[config.mk]
export PLATFORM = sky130hd
export DESIGN_NAME = i2s_burst_arbiter
export DESIGN_NICKNAME = d
export VERILOG_FILES = /design/src/rtl/i2s_burst_arbiter.sv
export SDC_FILE = /design/constraint.sdc
export NUM_CORES = 1
export LEC_CHECK = 0
export CELL_PAD_IN_SITES_DETAIL_PLACEMENT = 0
export CELL_PAD_IN_SITES_GLOBAL_PLACEMENT = 2
export CORE_AREA = 2 2 239 241
export DETAILED_ROUTE_END_ITERATION = 8
export DIE_AREA = 0 0 241 243
export GPL_ROUTABILITY_DRIVEN = 0
export PLACE_DENSITY_LB_ADDON = 0.08
export SLEW_MARGIN = 20
export SYNTH_ARGS = -nofsm -noshare
export SYNTH_HDL_FRONTEND = slang
export SYNTH_SLANG_ARGS = --single-unit
[constraint.sdc]
create_clock -name clk -period 6 [get_ports clk]
set_input_delay 1.2 -clock clk [delete_from_list [all_inputs] [get_ports clk]]
set_output_delay 1.2 -clock clk [all_outputs]
set_load 0.05 [all_outputs]
[src/rtl/i2s_burst_arbiter.sv]
`default_nettype none
// ============================================================================
// Module   : i2s_burst_arbiter
// Purpose  : Round-robin burst drain of CH_NUM receiver FIFOs into one
//            valid/ready stream tagged with channel ID and burst-end flag.
//            Optional header word per burst: define I2S_ARB_HEADER_EN.
// Revision : 1.0 - initial release
// ============================================================================
module i2s_burst_arbiter #(
  parameter int CH_NUM     = 16,
  parameter int DATA_WIDTH = 32,
  parameter int BURST_LEN  = 87,
  parameter int ID_WIDTH   = 5
) (
  input  logic                         clk,
  input  logic                         rst_n,
  input  logic [CH_NUM-1:0]            ch_enable,
  input  logic [CH_NUM-1:0]            r_ready,
  output logic [CH_NUM-1:0]            r_enable,
  input  logic [CH_NUM*DATA_WIDTH-1:0] rdata,
  output logic                         m_tvalid,
  input  logic                         m_tready,
  output logic [DATA_WIDTH-1:0]        m_tdata,
  output logic [ID_WIDTH-1:0]          m_tuser,
  output logic                         m_tlast,
  output logic [15:0]                  burst_cnt
);

  localparam int CNT_W = $clog2(BURST_LEN + 1);
  localparam int ENT_W = DATA_WIDTH + ID_WIDTH + 1;

`ifdef I2S_ARB_HEADER_EN
  typedef enum logic [1:0] {SCAN = 2'd0, BURST = 2'd1, HDR = 2'd2} state_t;
`else
  typedef enum logic [1:0] {SCAN = 2'd0, BURST = 2'd1} state_t;
`endif

  state_t              state_q, state_d;
  logic [ID_WIDTH-1:0] idx_q, idx_d;
  logic [ID_WIDTH-1:0] gnt_q, gnt_d;
  logic [CNT_W-1:0]    rd_cnt_q, rd_cnt_d;
  // One-deep pipeline tracking the word that enters the buffer next cycle
  logic                pv_q, pv_d;
  logic                plast_q, plast_d;
  logic [ID_WIDTH-1:0] pgnt_q, pgnt_d;
  logic [ENT_W-1:0]    mem_q [2];
  logic [ENT_W-1:0]    mem_d [2];
  logic                wr_ptr_q, wr_ptr_d;
  logic                rd_ptr_q, rd_ptr_d;
  logic [1:0]          occ_q, occ_d;
  logic [15:0]         burst_cnt_q, burst_cnt_d;
`ifdef I2S_ARB_HEADER_EN
  logic                  ph_q, ph_d;
  logic [DATA_WIDTH-1:0] phdr_q, phdr_d;
`endif

  logic                  hit;
  logic [DATA_WIDTH-1:0] rd_word;
  logic [DATA_WIDTH-1:0] wr_word;
  logic                  pop;
  logic                  credit;
  logic                  issue;
  logic [2:0]            used;

  assign m_tvalid  = (occ_q != 2'd0);
  assign {m_tlast, m_tuser, m_tdata} = m_tvalid ? mem_q[rd_ptr_q] : '0;
  assign burst_cnt = burst_cnt_q;
  assign pop       = m_tvalid & m_tready;
  // A word leaving this cycle frees its slot, which keeps one word per cycle flowing
  assign used      = {1'b0, occ_q} + {2'b00, pv_q} - {2'b00, pop};
  assign credit    = (used < 3'd2);

`ifdef I2S_ARB_HEADER_EN
  assign wr_word = ph_q ? phdr_q : rd_word;
`else
  assign wr_word = rd_word;
`endif

  always_comb begin
    hit      = 1'b0;
    rd_word  = '0;
    r_enable = '0;
    for (int i = 0; i < CH_NUM; i++) begin
      if (idx_q == ID_WIDTH'(i))  hit = ch_enable[i] & r_ready[i];
      if (pgnt_q == ID_WIDTH'(i)) rd_word = rdata[i*DATA_WIDTH +: DATA_WIDTH];
      r_enable[i] = issue && (gnt_q == ID_WIDTH'(i));
    end
  end

  always_comb begin
    state_d  = state_q;
    idx_d    = idx_q;
    gnt_d    = gnt_q;
    rd_cnt_d = rd_cnt_q;
    pv_d     = 1'b0;
    plast_d  = 1'b0;
    pgnt_d   = pgnt_q;
    issue    = 1'b0;
`ifdef I2S_ARB_HEADER_EN
    ph_d     = 1'b0;
    phdr_d   = phdr_q;
`endif
    case (state_q)
      SCAN: begin
        if (hit) begin
          gnt_d    = idx_q;
          rd_cnt_d = '0;
`ifdef I2S_ARB_HEADER_EN
          state_d  = HDR;
`else
          state_d  = BURST;
`endif
        end else begin
          idx_d = (idx_q == ID_WIDTH'(CH_NUM - 1)) ? '0 : idx_q + ID_WIDTH'(1);
        end
      end
`ifdef I2S_ARB_HEADER_EN
      HDR: begin
        if (credit) begin
          pv_d    = 1'b1;
          ph_d    = 1'b1;
          pgnt_d  = gnt_q;
          phdr_d  = DATA_WIDTH'({8'hA5, 3'b000, 5'(gnt_q), burst_cnt_q});
          state_d = BURST;
        end
      end
`endif
      BURST: begin
        if (credit) begin
          issue  = 1'b1;
          pv_d   = 1'b1;
          pgnt_d = gnt_q;
          if (rd_cnt_q == CNT_W'(BURST_LEN - 1)) begin
            plast_d = 1'b1;
            state_d = SCAN;
            idx_d   = (gnt_q == ID_WIDTH'(CH_NUM - 1)) ? '0 : gnt_q + ID_WIDTH'(1);
          end else begin
            rd_cnt_d = rd_cnt_q + CNT_W'(1);
          end
        end
      end
      default: state_d = SCAN;
    endcase
  end

  always_comb begin
    mem_d       = mem_q;
    wr_ptr_d    = wr_ptr_q;
    rd_ptr_d    = rd_ptr_q;
    if (pv_q) begin
      mem_d[wr_ptr_q] = {plast_q, pgnt_q, wr_word};
      wr_ptr_d        = ~wr_ptr_q;
    end
    if (pop) rd_ptr_d = ~rd_ptr_q;
    occ_d       = occ_q + {1'b0, pv_q} - {1'b0, pop};
    burst_cnt_d = burst_cnt_q + {15'd0, pv_q & plast_q};
  end

  always_ff @(posedge clk or negedge rst_n) begin
    if (!rst_n) begin
      state_q     <= SCAN;
      idx_q       <= '0;
      gnt_q       <= '0;
      rd_cnt_q    <= '0;
      pv_q        <= 1'b0;
      plast_q     <= 1'b0;
      pgnt_q      <= '0;
      mem_q       <= '{default: '0};
      wr_ptr_q    <= 1'b0;
      rd_ptr_q    <= 1'b0;
      occ_q       <= 2'd0;
      burst_cnt_q <= 16'd0;
`ifdef I2S_ARB_HEADER_EN
      ph_q        <= 1'b0;
      phdr_q      <= '0;
`endif
    end else begin
      state_q     <= state_d;
      idx_q       <= idx_d;
      gnt_q       <= gnt_d;
      rd_cnt_q    <= rd_cnt_d;
      pv_q        <= pv_d;
      plast_q     <= plast_d;
      pgnt_q      <= pgnt_d;
      mem_q       <= mem_d;
      wr_ptr_q    <= wr_ptr_d;
      rd_ptr_q    <= rd_ptr_d;
      occ_q       <= occ_d;
      burst_cnt_q <= burst_cnt_d;
`ifdef I2S_ARB_HEADER_EN
      ph_q        <= ph_d;
      phdr_q      <= phdr_d;
`endif
    end
  end

endmodule
`default_nettype wire

---- Word level (Yosys, flattened, before mapping) ----
Index checks and enable logic that the tools add are counted.
word-level totals
  word-level logic and storage cells ...... 185
  output and inout bits ................... 71
  input bits .............................. 547
  flip-flop bits (word level) ............. 122
cells by class
  $add $sub $neg .......................... 8
  eq/ne operators ......................... 52
  magnitude comparators ................... 4
  reduce and logical (&&, ||, !) cells .... 28
  muxes and demuxes ....................... 58
  bitwise operators ....................... 22
operators by type and width
  cell                                                              number
  32-bit 2-to-1 mux                                                 16
  38-bit 2-to-1 mux                                                 5
  5-bit by 4-bit == test with 1-bit output (second input constant)  24
  76-bit bitwise mux                                                1
  5-bit by 3-bit == test with 1-bit output (second input constant)  12
  38-bit demux with 1-bit select                                    1
  5-bit by 2-bit == test with 1-bit output (second input constant)  6
  5-bit 2-to-1 mux                                                  5
  1-bit 2-to-1 mux                                                  21
  7-bit 2-to-1 mux                                                  3
  1-bit AND                                                         18
  1-bit logical AND                                                 17
  16-bit by 1-bit adder with 16-bit output                          1
  5-bit by 1-bit == test with 1-bit output (second input constant)  3
  5-bit zero test                                                   3
  7-bit case mux with 2 select lines                                1
  5-bit by 1-bit adder with 5-bit output (second input constant)    2
  2-bit inequality test (second input constant)                     5
  5-bit case mux with 2 select lines                                1
  4-bit AND reduction                                               2
  7-bit by 1-bit adder with 7-bit output (second input constant)    1
  7-bit == test (second input constant)                             1
  2-bit 2-to-1 mux                                                  3
  2-bit >= comparator (second input constant)                       2
  14 further kinds                                                  18

---- Logic depth before layout (Yosys ltp) ----
  depth after elaboration ................. 19
  mapped depth ............................ 16
  depth with buffers taken out ............ 16

---- Worst setup path after synthesis ----
OpenSTA, ideal clock, no wires.
  path type ............................... input -> output
  from .................................... input port m_tready
  to ...................................... output port r_enable[0]
  stages on the path ...................... 12
  arrival ................................. 4273 ps
  setup slack ............................. 527 ps
  buffers on the path ..................... 1
  cells stage by stage .................... and2_1 > ha_1 > inv_1 > ha_1 > inv_1 > fa_1 > xnor2_1 > and3_1 > clkbuf_1 > nor2b_1 > nand2_1 > nor3_1
between the ends
  longest elaborated chain between the ends .. 6
RTL lines
  element                                        line  source
  from (decl)                                    22    input logic m_tready,
  1-bit AND                                      68    assign pop = m_tvalid & m_tready;
  3-bit by 1-bit subtractor with 3-bit output    70    assign used = {1'b0, occ_q} + {2'b00, pv_q} - {2'b00, pop};
  3-bit by 2-bit < comparator with 1-bit output  71    assign credit = (used < 3'd2);
  1-bit 2-to-1 mux                               129   if (credit) begin
  1-bit 2-to-1 mux                               103   case (state_q)
  named net issue                                62    logic issue;
  1-bit logical AND                              86    r_enable[i] = issue && (gnt_q == ID_WIDTH'(i));
  to (decl)                                      19    output logic [CH_NUM-1:0] r_enable,
The timed path passes the listed nets, and every way through them passes these cells.

---- Worst setup path after layout ----
  from .................................... input port m_tready
  to ...................................... output port r_enable[1]
between the ends
  longest elaborated chain between the ends .. 6
RTL lines
  element                                        line  source
  1-bit AND                                      68
  named net pop                                  60    logic pop;
  3-bit by 1-bit subtractor with 3-bit output    70
  3-bit by 2-bit < comparator with 1-bit output  71
  1-bit 2-to-1 mux                               129
  1-bit 2-to-1 mux                               103
  1-bit logical AND                              86
The timed path passes the listed nets, and every way through them passes these cells.

==> out/metrics.yaml <==
ir_drop_mv: 0.241
switching_share_pct: 53.7
crit_path_top_delay_cell: "clkdlybuf4s50_1"
cts_buffers: 17
worstMarginPinSlew_ns: 1.13
grt_pass1_wl_um: 105000
die_h_um: 243
p_int_w: 0.00395
grt_overflow_total: 0
status: "finished, final reports clean"
htreeDepth: 4
core_area_um2: 56000
port_buffers: 617
syn_nets: 1886
p_leak_nw: 6.80
timing.rr.end: "mem_q[0]"
synth-main-ff-cell: "dfrtp_1"
slew_violations: 0
worstRegToRegCells: 8
grt_max_degree: 86
mostFrequentLayoutCells: "clkdlybuf4s50_1, nor2_1, nand2_1"
cts-root-buf: "clkbuf_16"
clockBufferDepth: 2
startpoint: "m_tready"
wl_per_cell_um: 28.5
seqCellArea_um2: 3030
drt-pass1-iter-count: 6
fin_crit_sh_pct: 91.9
ant_nets: 0
pwr-share-seq_pct: 17.6
final-setup-viol-count: 0
p_sw_w: 0.00458
clkPwrFrac_pct: 11.5
cts.sinks: 121
crit_type: "input pin to output pin"
relSlewSlack_pct: 24.3
syn_to_final_growth_pct: 73.0
hold_viol_final: 0
avgSynthCellArea_um2: 7.82
postPlaceCellArea_um2: 17300
power_density_nw_per_um2: 476
final_common_cell: "clkdlybuf4s50_1"
fillers: 6021
clkTransAtPathRegs_ns: 0.05
cp-end-kind: "output pin"
utilization_pct: 32.0
vias: 13100
grt_use_total_pct: 25.1
p_comb_share_pct: 70.9
totalWireLength_um: 75600
syn-instance-count: 1324
cts_tree: "built"
post-cts-setup-buffer-count: 0
cp_max_fo: 4
yosysWarnings: 0
antenna_found_initial: 22
yosysSeqAreaShare_pct: 29.2
cp_slowest_stage_delay_ns: 0.45
start_kind: "input pin"
synth-edff-count: 0
hold_buffers: 0
std_cell_rows: 87
hpwl_um: 61600
arrival_ns: 4.31
reg2reg_from: "pgnt_q[1]"
die_x_um: 241
num_io_pins: 618
rsz0062_at_grt: "false"
synth_cell_types: 81
hold_class: "register to register"
syn_area_um2: 10400
worstPathRequired_ns: 4.80
min_period_ns: 5.51
design_area_um2: 17900
die_area_um2: 58600
async_flop_share_pct: 100
first_global_vias: 14000
fmaxAchievable_mhz: 181
drt_iter0_markers: 732
initial_utilization_pct: 18.5
multi_input_area_um2: 6720
r2r_setup_slack_ns: 1.87
tns_ns: 0
cts-resized-gates: 0
vias_per_cell: 4.92
holdPathEnd: "burst_cnt[15]"
placed_cells: 2608
min_from: "burst_cnt[15]"
instances_no_fill: 2655
clk_latency_ns: 0.43
ys_ff_latch: 121
path_cells: "clkdlybuf4s50_1 > and2_1 > ha_1 > inv_1 > ha_1 > inv_1 > fa_1 > xnor2_1 > and3_1 > nor2b_1 > nand2_1 > nor3_1 > buf_12"
final_layout_size_suffix_gt1_share_pct: 6.42
max_cap_viol_count: 0
nNetsFinal: 2433
holdPathStages: 1
clock_skew_ns: 0.0183
drc_errors: 0
## final cells by class
class / count / area share (%)
Timing Repair Buffer: 645 / 36.5
Multi-Input combinational cell: 1065 / 37.5
Clock buffer: 23 / 2.72
Antenna cell: 15 / 0.209
Inverter: 21 / 0.440
Clock inverter: 9 / 0.405
Tap cell: 756 / 5.28
Sequential cell: 121 / 16.9
## worst max path at each step
| stage | end | slack [ns] | depth (start not counted) |
|---|---|---|---|
| 4_1_cts | r_enable[1] | 0.46 | 13 |
| 6_report | r_enable[1] | 0.49 | 13 |
| 3_3_place_gp | r_enable[0] | 0.50 | 13 |
| 3_5_place_dp | r_enable[1] | 0.50 | 13 |
| 5_1_grt | r_enable[1] | 0.32 | 13 |
| 2_1_floorplan | r_enable[0] | 0.53 | 12 |
## routing by layer
metal	global-route usage (%)	wire length [µm]	vias to the layer above
met2	45.2	38100	477
met5	0	82	-
met1	29.4	30800	6449
met3	6.76	5460	58
li1	-	-	6070
met4	5.66	1150	14
## cells by family after synthesis
kind of cell,after synthesis,share of synthesized area [%]
xor gates and xnor gates,24,2.03
muxes,63,6.39
DFF,121,29.2
adders and majority gates,15,1.88
AOI/OAI and AO/OA,491,32.4
and+or+nand+nor,472,21.9
buffers and inverters,138,6.15
## per-stage QoR
| step | setup WS [ns] | hold slack (ns) | total power (W) |
|---|---|---|---|
| CTS | 0.460 | 0.479 | 0.00867 |
| floorplan | 0.527 | 0.445 | 0.00507 |
| detailed placement | 0.497 | 0.465 | 0.00764 |
| finish | 0.486 | 0.472 | 0.00852 |
| global route | 0.322 | 0.496 | 0.00910 |
| global placement | 0.497 | 0.460 | 0.00761 |
## registers in the layout, summed over array words and instances (netlist names)
signal,cells
burst_cnt,16
gnt_q,5
idx_q,5
mem_q,76
occ_q,2
pgnt_q,5
plast_q,1
pv_q,1
rd_cnt_q,7
rd_ptr_q,1
state_q,1
wr_ptr_q,1
## critical path: cells and delay by family
kind                     cells  cell delay (ns)
buffers and inverters        4             0.73
adder cells (fa/ha/maj)      3             0.73
XOR/XNOR                     1             0.23
AND/OR/NAND/NOR              5             1.40
## cells in the mapped netlist (all sizes together), types with 15 or more instances
| library cell | instances | area, µm² |
|---|---|---|
| nor2 | 188 | 727 |
| nand2 | 128 | 483 |
| dfrtp | 121 | 3030 |
| o21ai | 115 | 576 |
| a21oi | 98 | 490 |
| a22oi | 87 | 653 |
| buf | 60 | 344 |
| clkbuf | 57 | 214 |
| mux2i | 47 | 470 |
| nor2b | 32 | 200 |
| nand3 | 27 | 135 |
| a222oi | 24 | 240 |
| inv | 21 | 78.8 |
| o221ai | 19 | 166 |
| and4 | 17 | 149 |
| o2bb2ai | 17 | 149 |
| o2111ai | 16 | 140 |
| mux2 | 15 | 169 |
| nor3 | 15 | 75.1 |
## power by group through the flow
stage,registers (W),logic (W),clock network (W)
2_1_floorplan,0.00129,0.00378,0
3_3_place_gp,0.00151,0.00609,0
3_5_place_dp,0.00152,0.00612,0
4_1_cts,0.00151,0.00614,0.00101
5_1_grt,0.00156,0.00649,0.00105
6_report,0.00150,0.00604,0.000984
Power figures use the tool's default switching activity.
